--- src/rtl/bist_controller.sv ---
// BIST engine: LFSR pattern generator, 49-bit MISR compactor, and a run/compare FSM that
// reports bistdone/bistpass. Define BIST_SIG_PORT_EN to expose the MISR on a `signature` port.
`timescale 1ns/1ps

module bist_controller #(
    parameter int unsigned NUM_PATTERNS = 2000,
    parameter logic [34:0] LFSR_SEED    = 35'h1,
    parameter logic [48:0] GOLDEN_SIG   = 49'h0
) (
    input  logic        clk,
    input  logic        rst,
    input  logic        bistmode,
    input  logic [34:0] pi,
    input  logic [48:0] cut_po,
    output logic [34:0] cut_pi,
    output logic        bistdone,
    output logic        bistpass
`ifdef BIST_SIG_PORT_EN
    ,
    output logic [48:0] signature
`endif
);

    localparam int unsigned    CW       = $clog2(NUM_PATTERNS + 1);
    localparam logic [CW-1:0] LAST_CNT = CW'(NUM_PATTERNS - 1);
    localparam logic [CW-1:0] CNT_MAX  = {CW{1'b1}};

    typedef enum logic [1:0] {
        S_IDLE,
        S_RUN,
        S_COMPARE,
        S_DONE
    } state_e;

    state_e        state_q, state_d;
    logic [34:0]   lfsr_q, lfsr_d;
    logic [48:0]   misr_q, misr_d;
    logic [CW-1:0] count_q, count_d;
    logic          done_q, done_d;
    logic          pass_q, pass_d;

    logic [34:0]   lfsr_next;
    logic [48:0]   misr_next;

    // x^35+x^2+1 Fibonacci LFSR and x^49+x^9+1 MISR.
    assign lfsr_next = {lfsr_q[33:0], lfsr_q[34] ^ lfsr_q[1]};
    assign misr_next = {misr_q[47:0], misr_q[48] ^ misr_q[8]} ^ cut_po;

    always_comb begin
        // NOTE: every target gets a hold/default value first, so no path leaves one unassigned and no latch is inferred.
        state_d = state_q;
        lfsr_d  = lfsr_q;
        misr_d  = misr_q;
        count_d = count_q;
        done_d  = done_q;
        pass_d  = pass_q;

        unique case (state_q)
            S_IDLE: begin
                lfsr_d  = LFSR_SEED;
                misr_d  = '0;
                count_d = '0;
                done_d  = 1'b0;
                pass_d  = 1'b0;
                if (bistmode) begin
                    state_d = S_RUN;
                end
            end
            S_RUN: begin
                lfsr_d = lfsr_next;
                misr_d = misr_next;
                if (count_q != CNT_MAX) begin
                    count_d = count_q + CW'(1);
                end
                if (count_q == LAST_CNT) begin
                    state_d = S_COMPARE;
                end
            end
            S_COMPARE: begin
                pass_d  = (misr_q == GOLDEN_SIG);
                done_d  = 1'b1;
                state_d = S_DONE;
            end
            S_DONE: begin
            end
            default: begin
                state_d = S_IDLE;
            end
        endcase

        // Leaving BIST mode aborts from any active state and restores the IDLE values.
        if (!bistmode && (state_q != S_IDLE)) begin
            state_d = S_IDLE;
            lfsr_d  = LFSR_SEED;
            misr_d  = '0;
            count_d = '0;
            done_d  = 1'b0;
            pass_d  = 1'b0;
        end
    end

    // NOTE: sequential state uses non-blocking assignments so every flop samples pre-edge values.
    always_ff @(posedge clk or posedge rst) begin
        if (rst) begin
            state_q <= S_IDLE;
            lfsr_q  <= LFSR_SEED;
            misr_q  <= '0;
            count_q <= '0;
            done_q  <= 1'b0;
            pass_q  <= 1'b0;
        end else begin
            state_q <= state_d;
            lfsr_q  <= lfsr_d;
            misr_q  <= misr_d;
            count_q <= count_d;
            done_q  <= done_d;
            pass_q  <= pass_d;
        end
    end

    assign cut_pi   = bistmode ? lfsr_q : pi;
    assign bistdone = done_q;
    assign bistpass = pass_q;
`ifdef BIST_SIG_PORT_EN
    assign signature = misr_q;
`endif

    a_pass_needs_done : assert property (@(posedge clk) disable iff (rst)
        pass_q |-> done_q);

    a_done_holds : assert property (@(posedge clk) disable iff (rst)
        (state_q == S_DONE && bistmode) |=> (done_q && $stable(pass_q) && $stable(misr_q)));

endmodule

--- config.mk ---
export PLATFORM = sky130hd
export DESIGN_NAME = bist_controller
export DESIGN_NICKNAME = d
export VERILOG_FILES = /design/src/rtl/bist_controller.sv
export SDC_FILE = /design/constraint.sdc
export NUM_CORES = 1
export LEC_CHECK = 0
export ABC_AREA = 1
export ABC_CLOCK_PERIOD_IN_PS = 4900
export BUFFER_PORTS_ARGS = -buffer_cell sky130_fd_sc_hd__buf_2
export CORE_AREA = 2 2 97 108
export CTS_CLUSTER_SIZE = 14
export DETAILED_ROUTE_END_ITERATION = 10
export DIE_AREA = 0 0 99 110
export PLACE_DENSITY = 0.89
export SYNTH_ARGS = -nofsm -noshare
export SYNTH_HDL_FRONTEND = slang
export SYNTH_SLANG_ARGS = --single-unit
--- constraint.sdc ---
create_clock -name clk -period 4.9 [get_ports clk]
set_clock_uncertainty 0.05 [all_clocks]
set_input_delay 0.49 -clock clk [delete_from_list [all_inputs] [get_ports clk]]
set_output_delay 0.49 -clock clk [all_outputs]
set_load 0.01 [all_outputs]
# Word-level counts from Yosys, hierarchy flattened

Index checks and enable logic that the tools add are counted.

Input port bits: 87
Output and inout bits: 37
Logic and storage cells: 43
Register bits: 99

Eq/ne operators: 7
Muxes and demuxes: 16
Reductions and logical operators: 10
Bitwise gates (word level): 3
$add $sub $neg: 1

Operators by type and width:

| operator              | count |
|---|---|
| $pmux 49 s2           | 1 |
| $mux 35               | 2 |
| $pmux 35 s2           | 1 |
| $logic_not 49->1      | 1 |
| $mux 49               | 1 |
| $xor 49x49->49        | 1 |
| $mux 11               | 2 |
| $pmux 11 s2           | 1 |
| $add 11x1->11 const B | 1 |
| $eq 11x11->1 const B  | 1 |
| $ne 11x11->1 const B  | 1 |
| $ne 3x3->1 const B    | 3 |
| $mux 2                | 3 |
| $pmux 2 s3            | 1 |
| $reduce_bool 3->1     | 2 |
| $pmux 1 s2            | 2 |
| $reduce_bool 4->1     | 1 |
| $reduce_and 3->1      | 1 |
| $eq 2x1->1 const B    | 1 |
| $eq 2x2->1 const B    | 1 |
| $logic_not 2->1       | 1 |
| $mux 1                | 2 |
| $reduce_and 2->1      | 1 |
| $reduce_bool 2->1     | 1 |
| 3 further kinds       | 4 |

# Logic depth before layout (Yosys ltp)

Word-level depth: 4
Mapped depth: 10

# Worst setup path before layout

OpenSTA, ideal clock, no wires.

Path kind: input port to output port
Start point: input bistmode
End point: output cut_pi[29]
Required time: 4360 ps
Data arrival time: 1135 ps
Cell stages on the path: 3
Setup slack: 3225 ps
Path through: clkinv_1 clkbuf_1 o21ai_0

Cells in the longest elaborated chain, start to end: 1

Ends and longest elaborated chain:

| element            | RTL line | text |
|---|---|---|
| start: declaration | 12       | `input logic bistmode,` |
| $mux 35            | 121      | `assign cut_pi = bistmode ? lfsr_q : pi;` |
| end: declaration   | 15       | `output logic [34:0] cut_pi,` |

Every way passes these cells.

# Worst setup path in the final report

Start point: register state_q[0]
End point: register misr_q[0]

Cells in the longest elaborated chain, start to end: 3
Elaborated cells between the ends (all ways): 7
Classes of those cells: eq/ne: 1; mux: 2; reduce/logical: 4

Ends and longest elaborated chain:

| element                                          | RTL line | text |
|---|---|---|
| start: declaration                               | 35       | `state_e state_q, state_d;` |
| start signal: assignment                         | 112      | `state_q <= state_d;` |
| $eq 2x1->1 (tied with other cells)               | 58       | `unique case (state_q)` |
| $pmux 49 s2 or $logic_and 1x1->1 (tied branches) | 58, 92   |  |
| $mux 49 or $reduce_bool 3->1 (tied branches)     | --       |  |
| end signal: assignment                           | 114      | `misr_q <= misr_d;` |
| end: declaration                                 | 37       | `logic [48:0] misr_q, misr_d;` |

Several ways; a longest one is shown, not always the timed one.
A chain may end at the register's enable or synchronous reset.

==> results_dict.tcl <==
set metrics [dict create \
    finalSetupViolCount 0 \
    fill_cells 790 \
    cts_hold_buf 0 \
    drt_pass1_iterations 4 \
    die_area_sq_um 10900 \
    min_period_ns 3.00 \
    die_h_um 110 \
    htree_levels 3 \
    synth_warnings 0 \
    avgSynthCellArea_sq_um 9.16 \
    drv_cap 0 \
    routedWlPerCell_um 13.5 \
    endpoint_kind "flip-flop" \
    min_path_type "in2async" \
    crit_path_start "state_q[0]" \
    rows 38 \
    reg2reg_from "state_q[0]" \
    crit_top_cell "inv_1" \
    place.port_buffers 123 \
    synth.area.mux_share_pct 0 \
    num-nets-final 780 \
    start_util_pct 54.3 \
    cts_root_buffer "clkbuf_8" \
    grt_pass1_wl_um 18400 \
    cp_top_family "buffers and inverters" \
    finalSetupTns_ns 0 \
    fmax_ghz 0.333 \
    power_density_nw_per_um2 502 \
    cpPeakStageDelay_ns 0.87 \
    yosysSeqAreaShare_pct 46.8 \
    drive_gt1_share_pct 32.7 \
    drt_iter0_drc 281 \
    core_sq_um 9750 \
    grt_max_degree 84 \
    cts_setup_buffers 0 \
    syn-cell-area_sq_um 5300 \
    synth_compound_area_share_pct 20.4 \
    io-pin-count 124 \
    drcViolationCount 0 \
    dp_hpwl_um 7930 \
    die_w_um 99 \
    cts_tree "yes" \
    via_per_inst 5.23 \
    cts_made_buffers 9 \
    area_delta_synth_final_pct 15.1 \
    synth.distinct_cells 28 \
    clkTransAtPathRegs_ns 0.11 \
    place.gp.congestion 0.789 \
    rrSetupSlack_ns 1.90 \
    ir_drop_mv 0.329 \
    cp-start-kind "flip-flop" \
    routed_wl_um 11000 \
    overflow 0 \
    final_cell_mix "nand2_1, buf_2, dfrtp_1, o21ai_0, inv_1" \
    antenna_found_initial 0 \
    slowest_stage "inv_4" \
    synth_top_family_by_area "compound AO/OA/AOI/OAI gates" \
    crit_buf_inv 4 \
    grt_usage_pct 20.9 \
    antenna_left 0 \
    grt_setup_unrepaired "false" \
    drv_slew 0 \
    worst_ep_arrival_time_ns 3.15 \
    synth_cells 578 \
    finalHoldViolCount 0 \
    synth-seq-cells 99 \
    n_antenna_cell 0 \
    holdWs_ns 0.0491 \
    crit_fanout 83 \
    final_common_cell "nand2_1" \
    worstSkewPairLatency_ns 0.37 \
    synth_fa_ha_area_share_pct 0.945 \
    syn-num-nets 669 \
    finalCritPeriodShare_pct 61.2 \
    synthXorXnorAreaFrac_pct 8.44 \
    slew-limit-headroom_pct 23.3 \
    cts_resized 0 \
    grt_pass1_vias 4159 \
    p_leak_nw 2.79 \
    crit_path_cell_trace "inv_1 -> ha_1 -> inv_1 -> nand2_2 -> inv_2 -> nor2_4 -> inv_4 -> o21ai_0" \
    crit_required_ns 5.05 \
    clockBufferDepth 2 \
    criticalPathCategory "reg2reg" \
    yosys.area_share.simple_pct 16.1 \
    worst_pin_slew_ns 1.15 \
    num_vias 4256 \
    clock-sinks 99 \
    outcome "finished clean" \
]
state kept, by name, summed over array words and instances, names as in the netlist:
register,flops
misr_q,49
lfsr_q,35
count_q,11
state_q,2
bistdone,1
bistpass,1
layer usage:
layer	wire, um	GRT usage, %	vias up
met5	0	0	-
met4	225	7.83	0
met3	727	5.23	21
met2	5510	35.2	132
met1	4570	26.4	2013
li1	-	-	2090
Yosys cell counts, drive strengths merged:
library cell	count	area share (%)
nand2	139	10
dfrtp	98	46
o21ai	91	11
inv	56	4.0
xnor2	50	8.3
nor2	44	3.7
o22ai	38	9.0
nand3	18	1.7
buf	16	2.6
clkbuf	10	0.71
a21oi	4	0.38
ha	4	0.95
nand4	4	0.47
a22oi	1	0.14
clkinv	1	0.071
dfstp	1	0.50
nor3	1	0.094
or2	1	0.12
xor2	1	0.17
final timing paths:
kind,endpoint,depth (start not counted)
min in group clk,misr_q[29],3
max in group asynchronous,count_q[2],3
worst max-delay path,misr_q[0],8
worst max register to register,misr_q[0],8
worst min-delay path,misr_q[42],2
worst min register to register,bistpass,2
cell type report:
class	instances	area, sq um	share of cell area [%]
multi-input combinational	396	2430	39.8
inverter	57	221	3.63
clock inverter	7	57.6	0.944
tap	120	150	2.46
timing repair buffer	126	638	10.5
sequential	99	2480	40.7
clock buffer	9	124	2.03
cells by family after synthesis:
group                    count (synthesis)
flip-flops                              99
adder cells (fa/ha/maj)                  4
buffers and inverters                   83
AND/OR/NAND/NOR                        207
AO/OA/AOI/OAI                          134
XOR/XNOR                                51
report_power, final:
group	leakage, nW	internal [mW]	total, mW	switching (mW)
Clock	0.0938	0.194	0.499	0.305
Combinational	1.34	0.484	1.32	0.835
Sequential	1.35	1.03	1.24	0.210
Total	2.79	1.71	3.06	1.35
through the flow:
| stage | utilization, % | instances | power [mW] | setup WS [ns] | cell area (sq um) |
|---|---|---|---|---|---|
| floorplan | - | 578 | 2.35 | 1.77 | 5300 |
| global placement | 60.7 | 798 | 2.49 | 2.13 | 5920 |
| detailed placement | 60.7 | 798 | 2.57 | 1.90 | 5920 |
| CTS | 62.6 | 814 | 3.07 | 1.90 | 6100 |
| global route | 62.6 | 814 | 3.28 | 1.63 | 6100 |
| finish | 62.6 | 814 | 3.06 | 1.90 | 6100 |
Power figures use the tool's default switching activity.
